$ cat config.mk
export PLATFORM = sky130hd
export DESIGN_NAME = jeff_tdm_demux8
export DESIGN_NICKNAME = d
export VERILOG_FILES = /design/src/rtl/jeff_tdm_demux8.sv
export SDC_FILE = /design/constraint.sdc
export NUM_CORES = 1
export LEC_CHECK = 0
export CORE_MARGIN = 1.5
export CORE_UTILIZATION = 40
export CTS_CLUSTER_DIAMETER = 60
export DETAILED_ROUTE_END_ITERATION = 10
export GPL_TIMING_DRIVEN = 0
export SYNTH_ARGS = -nofsm -noshare
export SYNTH_HDL_FRONTEND = slang
export SYNTH_SLANG_ARGS = --single-unit
$ cat constraint.sdc
create_clock -name clk -period 2.27 [get_ports clk]
set_input_delay 0.681 -clock clk [delete_from_list [all_inputs] [get_ports clk]]
set_output_delay 0.681 -clock clk [all_outputs]
set_load 0.02 [all_outputs]
$ cat src/rtl/jeff_tdm_demux8.sv
// 1-to-8 TDM demultiplexer with frame sync and miss-tolerant flywheel.
// Optional macro JEFF_TDM_DEMUX8_INV_EN adds output qn = ~q.
module jeff_tdm_demux8 #(
  parameter int DW         = 1,
  parameter int MISS_LIMIT = 2
) (
  input  logic            clk,
  input  logic            rst,
  input  logic [DW-1:0]   din,
  input  logic            sync,
  input  logic            en_n,
  output logic [8*DW-1:0] q,
  output logic            frame_valid,
  output logic [2:0]      slot,
  output logic            locked,
  output logic            sync_err
`ifdef JEFF_TDM_DEMUX8_INV_EN
  ,
  output logic [8*DW-1:0] qn
`endif
);

  typedef enum logic [0:0] {HUNT = 1'b0, LOCKED = 1'b1} state_t;

  state_t          state, state_next;
  logic [2:0]      slot_next;
  logic [2:0]      miss_cnt, miss_next;
  logic [7*DW-1:0] shadow, shadow_next;
  logic [8*DW-1:0] q_next;
  logic            fv_next, se_next, locked_next;
  logic            do_cap;
  logic [2:0]      wr_slot;
  logic            miss_ok;

  assign miss_ok = (({1'b0, miss_cnt} + 4'd1) < 4'(MISS_LIMIT));

  // State register and all registered outputs.
  always_ff @(posedge clk or posedge rst) begin
    if (rst) begin
      state       <= HUNT;
      slot        <= 3'd0;
      miss_cnt    <= 3'd0;
      shadow      <= '0;
      q           <= '0;
      frame_valid <= 1'b0;
      sync_err    <= 1'b0;
      locked      <= 1'b0;
    end else begin
      state       <= state_next;
      slot        <= slot_next;
      miss_cnt    <= miss_next;
      shadow      <= shadow_next;
      q           <= q_next;
      frame_valid <= fv_next;
      sync_err    <= se_next;
      locked      <= locked_next;
    end
  end

  // Next-state, capture decision and datapath update.
  always_comb begin
    state_next  = state;
    slot_next   = slot;
    miss_next   = miss_cnt;
    locked_next = locked;
    se_next     = 1'b0;
    fv_next     = 1'b0;
    do_cap      = 1'b0;
    wr_slot     = slot;
    shadow_next = shadow;
    q_next      = q;

    if (!en_n) begin
      case (state)
        HUNT: begin
          if (sync) begin
            do_cap      = 1'b1;
            wr_slot     = 3'd0;
            miss_next   = 3'd0;
            state_next  = LOCKED;
            locked_next = 1'b1;
          end else begin
            slot_next = 3'd0;
          end
        end
        LOCKED: begin
          if (sync && (slot != 3'd0)) begin
            // Resync: drop the partial frame and restart at slot 0.
            se_next   = 1'b1;
            do_cap    = 1'b1;
            wr_slot   = 3'd0;
            miss_next = 3'd0;
          end else if (!sync && (slot == 3'd0)) begin
            if (miss_ok) begin
              do_cap    = 1'b1;
              wr_slot   = 3'd0;
              miss_next = miss_cnt + 3'd1;
            end else begin
              state_next  = HUNT;
              locked_next = 1'b0;
              slot_next   = 3'd0;
              miss_next   = 3'd0;
            end
          end else begin
            do_cap  = 1'b1;
            wr_slot = slot;
            if (slot == 3'd0) begin
              miss_next = 3'd0;
            end else begin
              miss_next = miss_cnt;
            end
          end
        end
        default: begin
          state_next  = HUNT;
          locked_next = 1'b0;
          slot_next   = 3'd0;
          miss_next   = 3'd0;
        end
      endcase
    end else begin
      state_next = state;
    end

    if (do_cap) begin
      slot_next = wr_slot + 3'd1;
    end else begin
      slot_next = slot_next;
    end

    for (int k = 0; k < 7; k++) begin
      shadow_next[k*DW +: DW] = (do_cap && (wr_slot == 3'(k))) ? din : shadow[k*DW +: DW];
    end

    // Slot 7 completes the frame straight into q; it never touches the shadow.
    if (do_cap && (wr_slot == 3'd7)) begin
      q_next  = {din, shadow};
      fv_next = 1'b1;
    end else begin
      q_next = q;
    end
  end

`ifdef JEFF_TDM_DEMUX8_INV_EN
  assign qn = ~q;
`endif

endmodule

==> impl_results.md <==
- Worst-margin pin slew: 0.9430 ns
- Port bufs: 17
- Total track usage: 14.16%
- DR top layer: met4
- Num CTS Buffers: 3
- Die X: 58.82 microns
- Die Y-Extent: 58.82 microns
- R2R Setup Slk: about 0.40 ns
- Post-synthesis register bit count: 25
- WL met3: about 55 microns
- Syn nets: 115
- DIE AREA: 3459 sq um
- Crit path max-delay family: buffers and inverters
- Final Hold Violating Endpoints: 0
- Final non-filler cell total: 157
- Peak fanout along the critical path: 8
- Synth top area cells: dfrtp_1 (50%), mux2_2 (11%), ha_1 (7.0%)
- Final setup viols: 0
- DRC Markers: 0
- Crit share post-route: a little over nine tenths
- Synth top area share: between 50 and 60%
- Final WL: roughly 2100 microns
- First-pass GRT wire length: 3712 microns
- Total number of vias: 831
- CTS H-tree depth: 1
- Post-synth top cells: dfrtp_1 (25), mux2_2 (12), nand2_1 (11), ha_1 (7), inv_1 (6)
- Drt wl/cell: around 13 microns
- Area grow syn2layout: 18.78%
- Syn Inst Count: 103
- Wl on met1: 1001 microns
- Slew Viols, Final: 0
- Hold Crit Class: reg2reg
- Achievable clock frequency: ~0.47 GHz
- Hold Slack: 0.5175 ns
- Placed insts: 153
- Grt total ovfl: 0
- Largest net degree at the start of global routing: 26
- Cell variety after synth: 32
- Rows: 20
- Syn_area_per_cell: 12.10 sq um
- Post-DRT Antenna Nets: 0
- CP startpoint kind: flip-flop
- Clock Tree Buf Depth: 2
- Area leader, netlist: dfrtp_1
- Post-synth EDFFs: 0
- Synth Cell Area: 1246 sq um
- Synth warn: 0
- CP Capture Type: primary output
- Seq/Total Area, Yosys: 50.20%
- Slew headroom: 37.06%
- Status: completed
- Max cap viols: 0
- Antenna cell count: 0
- Nets: 137
- Share of layout cells above drive strength 1: 25.00%
- Vias per Instance: 5.293
- Synth Flop Type: dfrtp_1
- CTS Hold Bufs: 0
- I/O pins: 19
- Synth async-reset ratio: between 90% and 100%
- CTS tree: yes
- Placer Congestion: approximately 0.77
- Initial DRC count: 21
- Clock-pin slew on the worst setup and hold paths: ~0.13 ns
- Buf/Inv on CP: 1
- CP cell instances: clkdlybuf4s50_1
- TritonRoute pass-1 iters: 2
- Crit-path max cell delay: between 0.6 and 0.7 ns
- Number of global-route vias before repair: 848
- Crit path DAT: 1.47 ns
- Initial antenna violation count: 0
- Worst Path Required: 1.59 ns
- Top-count cell post-synth: dfrtp_1
- Sink Count: 25
- Initial Util: between 40% and 50%
- RSZ-0062 raised after global routing: false
- VDD IR-drop max: around 0.5 mV
- Pwr/cell area: 1104 nW/um^2
- Skew-Pair Late Insertion Delay: 0.31 ns
- Kind of critical path: reg2out
- Clock skew: about 0.0030 ns
- CTS root buffer: clkbuf_4
- Met2 WL: 989 microns
- Core footprint: 3003 sq um
- Pleak: around 0.69 nW
- Dpl hpwl: ~1500 microns
- Fin crit period: 2.150 ns
- Critical path's slowest cell: clkdlybuf4s50_1
- Power Total: 1.634 mW
[worst register-to-register path, delay by kind of cell, from the launching register on]
family                     cells  cell delay [ns]
DFF                            1             0.44
AOI/OAI and AO/OA              2             0.44
muxes                          1             0.35
and+or+nand+nor                2             0.31
adders and majority gates      1             0.23
[per-stage QoR]
stage | area [sq um] | utilization (%) | TNS, ns | worst slack, ns
after detailed placement | 1458 | 48.54 | -8.010 | -0.6220
after global placement | 1458 | 48.54 | -7.364 | -0.5804
after floorplan | 1246 | - | 0 | 0.05396
after global routing | 1480 | 49.29 | 0 | 0.03635
after CTS | 1484 | 49.42 | 0 | 0.004351
final | 1480 | 49.29 | 0 | 0.1203
[where the power goes]
part	switching, mW	internal [mW]	leakage [nW]
clock network	0.130	0.0659	0.0177
registers	0.111	0.606	0.311
logic	0.334	0.387	0.366
total	0.575	1.06	0.695
[cells by family after synthesis]
logic type,synth area share (%)
AND/OR/NAND/NOR,17.37
flip-flops,50.20
AO/OA/AOI/OAI,11.85
multiplexers,10.84
buffers and inverters,2.711
adder cells (fa/ha/maj),7.028
[repair_timing]
item                                    CTS  global route
hold endpoints to repair                  0             0
endpoints found under the setup margin    9             8
buffers inserted                          0             0
gates resized for setup                   1             2
gates cloned                              0             0
[per-layer routing]
metal  GRT usage (%)  up-vias
met3           2.418        2
met2           22.86        8
met5               0        -
met4           6.818        0
met1           18.40      418
li1                -      403
[layout make-up]
cell class                 count  area [sq um]
fill                         295          1523
tap                           33         41.29
multi-input combinational     71         586.8
clock inverter                 1         5.005
inverter                       6         22.52
clock buffer                   3         22.52
timing repair buffer          17         165.2
sequential                    25         625.6
buffer                         1         11.26
[worst paths after layout]
kind                        startpoint       to  cells past startpoint
min reg2reg                       q[0]     q[0]                      1
max                            slot[2]  slot[2]                      1
max reg2reg                miss_cnt[0]     q[7]                      6
min in group asynchronous          rst     q[1]                      2
min                               q[0]     q[0]                      1
max in group asynchronous          rst   locked                      2
[sequential cells by signal, indices dropped and copies added (netlist names)]
register,cells
slot,3
miss_cnt,3
shadow,7
q,8
sync_err,1
locked,1
frame_valid,1
state,1
[layout by cell type (no fill, tap or decap), types with 2 or more instances in the layout]
cell type and n:
dfrtp_1 25, clkdlybuf4s50_1 16, mux2_2 12, nand2_1 11, ha_1 7, inv_1 6, and2_1 4, nor2_1 4
o21ai_0 4, nor3_1 3, nor2b_1 3, clkbuf_4 3, nand2_4 2, a221o_2 2
Note: power is estimated with default switching activity, not from simulation.
